**src/rtl/ct_addsub_engine.sv**
```systemverilog
// ct_addsub_engine
// Walks the DIMENSION+1 words of two ciphertexts in shared memory, combines
// each pair modulo 2^CIPHERTEXT_WIDTH (add: A+B, subtract: B-A) and writes
// the result to the destination ciphertext. Each element is read, read,
// then written, so in-place destinations are safe.
module ct_addsub_engine #(
    parameter int CIPHERTEXT_WIDTH = 10,
    parameter int DIMENSION        = 2,
    parameter int DATA_WIDTH       = 128,
    parameter int ADDR_WIDTH       = 10
) (
    input  logic                  wb_clk_i,
    input  logic                  wb_rst_ni,

    // Decoded command from the opcode decoder
    input  logic                  cmd_valid,
    output logic                  cmd_ready,
    input  logic                  cmd_op,
    input  logic [ADDR_WIDTH-1:0] cmd_src_a,
    input  logic [ADDR_WIDTH-1:0] cmd_src_b,
    input  logic [ADDR_WIDTH-1:0] cmd_dst,

    // Shared ciphertext memory (read data valid one cycle after mem_rd_en)
    output logic                  mem_rd_en,
    output logic [ADDR_WIDTH-1:0] mem_rd_addr,
    input  logic [DATA_WIDTH-1:0] mem_rd_data,
    output logic                  mem_wr_en,
    output logic [ADDR_WIDTH-1:0] mem_wr_addr,
    output logic [DATA_WIDTH-1:0] mem_wr_data,

    // Status reflected to the host
    output logic                  busy,
    output logic                  done
);

    // Element index must be able to hold DIMENSION; keep at least one bit.
    localparam int IDX_W = (DIMENSION > 0) ? $clog2(DIMENSION + 1) : 1;
    localparam logic [IDX_W-1:0] LAST_IDX = IDX_W'(DIMENSION);

    typedef enum logic [2:0] {
        IDLE,
        RD_A,
        RD_B,
        WR,
        DONE
    } state_t;

    state_t                      state;
    logic [IDX_W-1:0]            idx;
    logic                        op_q;
    logic [ADDR_WIDTH-1:0]       src_a_q;
    logic [ADDR_WIDTH-1:0]       src_b_q;
    logic [ADDR_WIDTH-1:0]       dst_q;
    logic [CIPHERTEXT_WIDTH-1:0] a_reg;

    logic [IDX_W-1:0]            idx_inc;
    logic [ADDR_WIDTH-1:0]       idx_ext;
    logic [ADDR_WIDTH-1:0]       idx_inc_ext;
    logic [CIPHERTEXT_WIDTH-1:0] b_word;
    logic [CIPHERTEXT_WIDTH-1:0] result;

    assign idx_inc     = idx + IDX_W'(1);
    assign idx_ext     = ADDR_WIDTH'(idx);
    assign idx_inc_ext = ADDR_WIDTH'(idx_inc);

    // Operand B is the word returned for the RD_B read, present during WR.
    assign b_word = mem_rd_data[CIPHERTEXT_WIDTH-1:0];

    // Truncation to CIPHERTEXT_WIDTH bits is the modular reduction.
    assign result = op_q ? (b_word - a_reg) : (a_reg + b_word);

    // NOTE: write data is the only output not held in a flop because operand B
    // arrives in the WR cycle itself; gating on mem_wr_en keeps it 0 elsewhere.
    assign mem_wr_data = mem_wr_en ? DATA_WIDTH'(result) : '0;

    // Sequencer: command capture, element walk, and registered status/strobes.
    always_ff @(posedge wb_clk_i or negedge wb_rst_ni) begin
        if (!wb_rst_ni) begin
            state       <= IDLE;
            idx         <= '0;
            op_q        <= 1'b0;
            src_a_q     <= '0;
            src_b_q     <= '0;
            dst_q       <= '0;
            a_reg       <= '0;
            cmd_ready   <= 1'b1;
            busy        <= 1'b0;
            done        <= 1'b0;
            mem_rd_en   <= 1'b0;
            mem_rd_addr <= '0;
            mem_wr_en   <= 1'b0;
            mem_wr_addr <= '0;
        end else begin
            // NOTE: non-blocking assignments so every register samples the
            // pre-edge values, independent of statement order.
            case (state)
                IDLE: begin
                    if (cmd_valid && cmd_ready) begin
                        op_q        <= cmd_op;
                        src_a_q     <= cmd_src_a;
                        src_b_q     <= cmd_src_b;
                        dst_q       <= cmd_dst;
                        idx         <= '0;
                        state       <= RD_A;
                        cmd_ready   <= 1'b0;
                        busy        <= 1'b1;
                        mem_rd_en   <= 1'b1;
                        mem_rd_addr <= cmd_src_a;
                    end
                end

                RD_A: begin
                    state       <= RD_B;
                    mem_rd_addr <= src_b_q + idx_ext;
                end

                RD_B: begin
                    a_reg       <= mem_rd_data[CIPHERTEXT_WIDTH-1:0];
                    state       <= WR;
                    mem_rd_en   <= 1'b0;
                    mem_rd_addr <= '0;
                    mem_wr_en   <= 1'b1;
                    mem_wr_addr <= dst_q + idx_ext;
                end

                WR: begin
                    mem_wr_en   <= 1'b0;
                    mem_wr_addr <= '0;
                    if (idx == LAST_IDX) begin
                        state <= DONE;
                        done  <= 1'b1;
                    end else begin
                        idx         <= idx_inc;
                        state       <= RD_A;
                        mem_rd_en   <= 1'b1;
                        mem_rd_addr <= src_a_q + idx_inc_ext;
                    end
                end

                DONE: begin
                    state     <= IDLE;
                    done      <= 1'b0;
                    busy      <= 1'b0;
                    cmd_ready <= 1'b1;
                end

                default: begin
                    state       <= IDLE;
                    done        <= 1'b0;
                    busy        <= 1'b0;
                    cmd_ready   <= 1'b1;
                    mem_rd_en   <= 1'b0;
                    mem_rd_addr <= '0;
                    mem_wr_en   <= 1'b0;
                    mem_wr_addr <= '0;
                end
            endcase
        end
    end

endmodule
```
**config.mk**
```make
export PLATFORM = sky130hd
export DESIGN_NAME = ct_addsub_engine
export DESIGN_NICKNAME = d
export VERILOG_FILES = /design/src/rtl/ct_addsub_engine.sv
export SDC_FILE = /design/constraint.sdc
export NUM_CORES = 1
export LEC_CHECK = 0
export ABC_AREA = 1
export BUFFER_PORTS_ARGS = -buffer_cell sky130_fd_sc_hd__buf_2
export CORE_AREA = 2 2 121 123
export CTS_CLUSTER_SIZE = 20
export DETAILED_ROUTE_END_ITERATION = 16
export DIE_AREA = 0 0 123 125
export MAX_ROUTING_LAYER = met4
export PLACE_DENSITY = 0.67
export SKIP_LAST_GASP = 1
export SYNTH_ARGS = -nofsm -noshare
export SYNTH_HDL_FRONTEND = slang
export SYNTH_SLANG_ARGS = --single-unit
export TNS_END_PERCENT = 10
```
**constraint.sdc**
```tcl
create_clock -name wb_clk_i -period 4 [get_ports wb_clk_i]
set_input_delay 0.4 -clock wb_clk_i [delete_from_list [all_inputs] [get_ports wb_clk_i]]
set_output_delay 0.4 -clock wb_clk_i [all_outputs]
set_load 0.02 [all_outputs]
```
==> run_results.csv, run 1 <==
group,metric,value,unit
synth,synth_xor_area_share,1.68,%
floorplanning,dieWidth,123,um
timing,worst_slew_margin_rel,48.3,%
layout,area_growth,8.38,%
layout,seq_area,0.00178,mm^2
global_routing,grt-ovfl-total,0,
critical_path,crit_required,3.60,ns
power_and_ir_drop,p_per_area,877,mW/mm^2
timing,rsz0062_at_grt,"false",
power_and_ir_drop,ir_drop,0.339,mV
layout,fin_area,0.00565,mm^2
critical_path,cp_max_fo,6,
synth,avgSynthCellArea,7.87,um^2
synth,synth_area,0.00521,mm^2
place,gp_congestion,0.846,
synth,synth_fa_ha_area_share,5.62,%
layout,final_common_cell,"nand2_1",
layout,drive_gt1_share,17.3,%
clock_network,numCtsBuffers,9,
timing,hold_viol,0,
timing,period_minus_slack,3.33,ns
synth,async_reset_ff_share,100,%
global_routing,antenna_found_initial,0,
floorplanning,dieArea,0.0154,mm^2
global_routing,grt_max_degree,48,
outcome,status,"finished, final reports clean",
layout,fin_nets,924,
clock_network,clk-insertion-delay-late,0.33,ns
synth,ys.flop_type,"dfrtp_1",
floorplanning,die_h,125,um
clock_network,h-tree-depth,3,
synth,synth.largest_area_cell,"dfrtp_1",
synth,seq_area_frac_synth,34.1,%
floorplanning,start_util,36.7,%
routing,dr.pass1.iters,5,
routing,vias_per_cell,4.42,
routing,wire_per_inst,11.9,um
critical_path,crit_path_start_kind,"register",
timing,finalClockSkew,0.00813,ns
place,dp.cells,913,
synth,ys_types,35,
timing,final.period_utilization,83.2,%
synth,synth_seq_cells,71,
synth,synth_edf_count,0,
synth,synthCells,662,
place,hpwl,8.41,mm
flow_run,maxCapViolations,0,
routing,route.vias.total,4111,
synth,synth_warnings,0,
routing,ant_nets,0,
synth,synth_compound_area_share,9.25,%
critical_path,crit_type,"reg2out",
layout,fillCellCount,1503,
synth,synth_simple_gate_area_share,20.9,%
layout,multi_input_area,0.00263,mm^2
timing,final_max_slew_viol_count,0,
clock_network,clkSinkCount,71,
clock_network,clockBufferDepth,2,
worst_hold_path,hp-class,"in2reg",
layout,fin_util,39.8,%
floorplanning,ios,315,
timing,tns,0,ns
synth,synth_area_leaders,"dfrtp_1 (34%), buf_4 (17%), nand2_1 (11%), inv_1 (4.6%), mux2_4 (4.6%)",
critical_path,cp.arrival,2.93,ns
global_routing,grt_usage,14.7,%
routing,drt_iter0_drc,298,
place,place_area,0.00530,mm^2
floorplanning,core,0.0142,mm^2
floorplanning,rows,44,
clock_network,cts_tree,"done",
timing,max_freq,0.301,GHz
clock_network,clkSlewWorstSetupHoldPaths,0.06,ns
power_and_ir_drop,leakage,3.16,nW
synth,synthMuxAreaShare,4.61,%
timing,setup_viol,0,
synth,synth.top_cell.area_share,33.6,%
layout,stdcell_count,931,
critical_path,cp-end-kind,"output pin",
global_routing,grt_pass1_vias,3613,
synth,synth_top_family_by_area,"buffers and inverters",
global_routing,grt_pass1_wl,17.7,mm
place,portBuffers,78,
layout,layout_common_cells,"nand2_1 (146), conb_1 (118), buf_2 (78)",
timing,worst_pin_slew,0.772,ns
routing,drcViolationCount,0,
clock_network,cts_root_buf,"clkbuf_16",
routing,drt-total-wl,11.1,mm
==> cells by family after synthesis <==
family / after synthesis
other cells: 1
buf+inv: 198
xor+xnor: 10
compound gates: 89
mux: 16
simple gates: 256
flops: 71
fa+ha+maj: 21
==> layout make-up <==
type | count | share of cell area (%)
well taps | 184 | 4.08
clock inverters | 5 | 1.42
inverters | 68 | 4.52
flip-flops and latches | 71 | 31.5
repair buffers | 81 | 7.36
multi-input cells | 510 | 46.6
diodes | 1 | 0.0443
clock buffers | 11 | 4.48
==> power by group <==
part | leakage [nW] | internal (W) | switching (W)
clock network | 0.158 | 0.000579 | 0.000308
registers | 0.850 | 0.00107 | 0.000290
logic | 2.15 | 0.000963 | 0.00174
==> cell usage after synthesis, types with 3 or more instances <==
library cell,instances
clkbuf_1,3
xnor2_1,3
mux2_4,16
nor3_1,5
o21ai_0,42
a21oi_2,4
nor2_1,48
nor2_2,3
nand3_1,40
dfrtp_1,70
buf_6,5
buf_4,118
inv_1,64
nand4_1,7
inv_2,4
o21ai_1,3
xor2_1,7
fa_1,4
a21oi_1,31
buf_2,3
nand2_1,146
ha_1,17
==> worst max-delay path: stages (launching register included) <==
cell	delay, ns
dfrtp_1	0.40
inv_1	0.09
ha_1	0.18
nand2_1	0.09
nor3_1	0.22
or2_2	0.15
xor2_1	0.13
inv_1	0.05
ha_1	0.38
nand2_1	0.10
nor2_1	0.16
nand4_1	0.10
nor2_1	0.12
nor2_1	0.08
nand3_1	0.07
nand2_1	0.05
nor2_1	0.08
buf_2	0.16
==> layer usage <==
metal,wire (um),global-route usage [%],vias up
li1,-,-,2050
met1,5030,20.2,1870
met2,5150,22.7,185
met3,823,2.97,6
met4,61,2.81,0
met5,0,-,-
==> path summary, 6_finish.rpt <==
check | start | endpoint | slack [ns] | cells after the start
max in group asynchronous | wb_rst_ni | mem_wr_addr[5] | 2.88 | 3
min in group asynchronous | wb_rst_ni | mem_rd_addr[6] | 0.43 | 2
min reg2reg | done | done | 0.47 | 2
max reg2reg | idx[0] | mem_rd_addr[8] | 1.71 | 11
min | cmd_src_b[0] | src_b_q[0] | 0.30 | 2
max | a_reg[0] | mem_wr_data[9] | 0.67 | 17
==> metrics by stage <==
step                      power (W)  setup WS [ns]  hold slack, ns
final                       0.00495          0.674           0.298
after global routing        0.00543          0.427           0.278
after CTS                   0.00498          0.681           0.291
after detailed placement    0.00406           1.05           0.226
after global placement      0.00402           1.02           0.224
after floorplan             0.00349           1.27           0.104
==> repair_timing <==
item | 4_1_cts | 5_1_grt
gates resized for setup | 0 | 0
setup buffers | 0 | 0
hold buffers | 1 | 0
endpoints found under the hold margin | 4 | 0
Note: power is estimated with default switching activity, not from simulation.
==> run 2, diff against run 1 <==
Settings changed: CORE_AREA 2 2 121 123 to 2 2 122 124, DIE_AREA 0 0 123 125 to 0 0 124 126, PLACE_DENSITY 0.67 to 0.66.
Clock period 4 ns to 3.2 ns, I/O delays scaled along.
==> run 2 against run 1 <==
Net effect:
- via count decreased by 1.9%
- clock power is 25% higher
- final cell count rose by 0.11%
- critical path type unchanged
- largest power group unchanged
- setup slack worse by 0.54 ns
- wire length is 0.29% higher
==> run_results.csv, run 2 (synthesis gave the netlist of run 1 again) <==
group,metric,value,unit
outcome,status,"finished, final reports clean",
global_routing,grt_pass1_vias,3609,
clock_network,numCtsBuffers,9,
timing,worst_slew_margin_rel,49.2,%
timing,finalClockSkew,0.00703,ns
routing,wl_met2,5.04,mm
routing,wire_per_inst,11.9,um
global_routing,grt_usage,14.7,%
power_and_ir_drop,switching_share,47.5,%
routing,drt-total-wl,11.1,mm
routing,drt_iter0_drc,235,
critical_path,cp.arrival,2.75,ns
critical_path,crit_path_start_kind,"register",
floorplanning,core,0.0143,mm^2
timing,fin_hold_ws,0.0520,ns
clock_network,h-tree-depth,3,
routing,met3_length,804,um
timing,period_minus_slack,3.07,ns
critical_path,crit_type,"reg2out",
routing,wirelength_met1,5.08,mm
critical_path,cp-end-kind,"output pin",
critical_path,crit_required,2.88,ns
routing,dr.max_layer_used,"met4",
layout,fin_nets,926,
flow_run,maxCapViolations,0,
floorplanning,dieWidth,124,um
timing,worst_pin_slew,0.762,ns
global_routing,grt_pass1_wl,17.6,mm
layout,layout_common_cells,"nand2_1 (145), conb_1 (118), buf_2 (77)",
place,hpwl,8.62,mm
layout,area_growth,9.75,%
routing,vias_per_cell,4.33,
floorplanning,dieArea,0.0156,mm^2
place,gp_congestion,0.841,
power_and_ir_drop,p_clk_share,17.6,%
clock_network,clkSinkCount,71,
timing,setup_viol,0,
layout,n_antenna_cell,0,
clock_network,clk-insertion-delay-late,0.33,ns
power_and_ir_drop,p_sw,0.00301,W
timing,final.period_utilization,95.9,%
layout,fin_util,39.9,%
floorplanning,ios,315,
critical_path,timing.rr.start,"idx[0]",
clock_network,clkSlewWorstSetupHoldPaths,0.06,ns
timing,max_freq,0.326,GHz
floorplanning,start_util,36.4,%
timing,final_max_slew_viol_count,0,
global_routing,grt-ovfl-total,0,
floorplanning,rows,44,
layout,drive_gt1_share,19.1,%
power_and_ir_drop,internal_power,0.00332,W
routing,ant_nets,0,
clock_network,cts_root_buf,"clkbuf_16",
layout,final_common_cell,"nand2_1",
critical_path,cp_max_fo,4,
place,portBuffers,78,
critical_path,r2r_setup_slack,0.96,ns
critical_path,r2r_end,"mem_rd_addr[6]",
global_routing,antenna_found_initial,0,
routing,dr.pass1.iters,5,
timing,hold_viol,0,
power_and_ir_drop,leakage,3.18,nW
routing,route.vias.total,4034,
power_and_ir_drop,ir_drop,0.424,mV
critical_path,reg2reg_depth,11,
power_and_ir_drop,pwr-share-seq,26.8,%
clock_network,clockBufferDepth,2,
power_and_ir_drop,p_comb_share,55.6,%
worst_hold_path,hp-class,"in2async",
clock_network,cts_tree,"done",
routing,drcViolationCount,0,
floorplanning,die_h,126,um
power_and_ir_drop,p_per_area,1110,mW/mm^2
global_routing,grt_max_degree,48,
[run 2: changes by cell type in the layout (fill, tap and decap cells not counted), sizes merged]
cell / change
inv: +4
buf: +3
clkbuf: -2
clkinv: -1
clkinvlp: -1
diode: -1
dlygate4sd3: -1
[run 2: worst max path at each step]
stage	slack, ns	cells past startpoint	startpoint	to
after floorplan	0.55	16	a_reg[0]	mem_wr_data[9]
final	0.13	17	a_reg[0]	mem_wr_data[9]
after CTS	0.006	17	a_reg[0]	mem_wr_data[9]
after global placement	0.28	17	a_reg[0]	mem_wr_data[9]
after global routing	-0.02	17	a_reg[0]	mem_wr_data[9]
after detailed placement	0.30	17	a_reg[0]	mem_wr_data[9]
[run 2: power by group through the flow]
stage / combinational, W / clock (W) / sequential [W]
4_1_cts: 0.00342 / 0.00114 / 0.00170
2_1_floorplan: 0.00256 / 0 / 0.00180
3_3_place_gp: 0.00334 / 0 / 0.00170
3_5_place_dp: 0.00339 / 0 / 0.00170
6_report: 0.00352 / 0.00111 / 0.00170
5_1_grt: 0.00399 / 0.00117 / 0.00177
[run 2: what timing repair did]
item	CTS	global route
buffers inserted	0	3
gates resized for setup	3	12
hold buffers	0	0
pin swaps	0	6
endpoints found under the hold margin	0	0
setup endpoints to repair	1	1
[run 2: cell type report]
cell class,instances,area [um^2]
Inverter,68,255
Multi-Input combinational cell,510,2680
Sequential cell,71,1780
Timing Repair Buffer,83,443
Clock buffer,9,225
Clock inverter,7,103
Tap cell,184,230
Fill cell,1515,8600
[run 2: worst max-delay path, cell delays in order (launching register included)]
cell,delay [ns]
dfrtp_1,0.38
inv_2,0.05
ha_2,0.19
nand2_2,0.09
nor3_4,0.04
or2_2,0.28
xor2_1,0.13
inv_1,0.08
ha_4,0.28
nand2_1,0.09
nor2_2,0.14
nand4_1,0.12
nor2_2,0.16
nor2_2,0.06
nand3_1,0.06
nand2_1,0.05
nor2_1,0.08
buf_4,0.14
[run 2: through the flow]
| stage | setup TNS [ns] | total power, W | cells | setup WS, ns | instance area, um^2 |
|---|---|---|---|---|---|
| floorplan | 0 | 0.00436 | 779 | 0.550 | 5650 |
| global placement | 0 | 0.00504 | 913 | 0.284 | 5310 |
| detailed placement | 0 | 0.00509 | 913 | 0.296 | 5310 |
| CTS | 0 | 0.00626 | 929 | 0.00590 | 5650 |
| global route | -0.0167 | 0.00694 | 932 | -0.0167 | 5720 |
| finish | 0 | 0.00633 | 932 | 0.130 | 5720 |
[run 2: routing by layer]
metal	track usage (%)	vias up
met5	-	-
met4	4.10	0
met3	2.94	13
met2	23.1	171
met1	19.2	1798
li1	-	2052
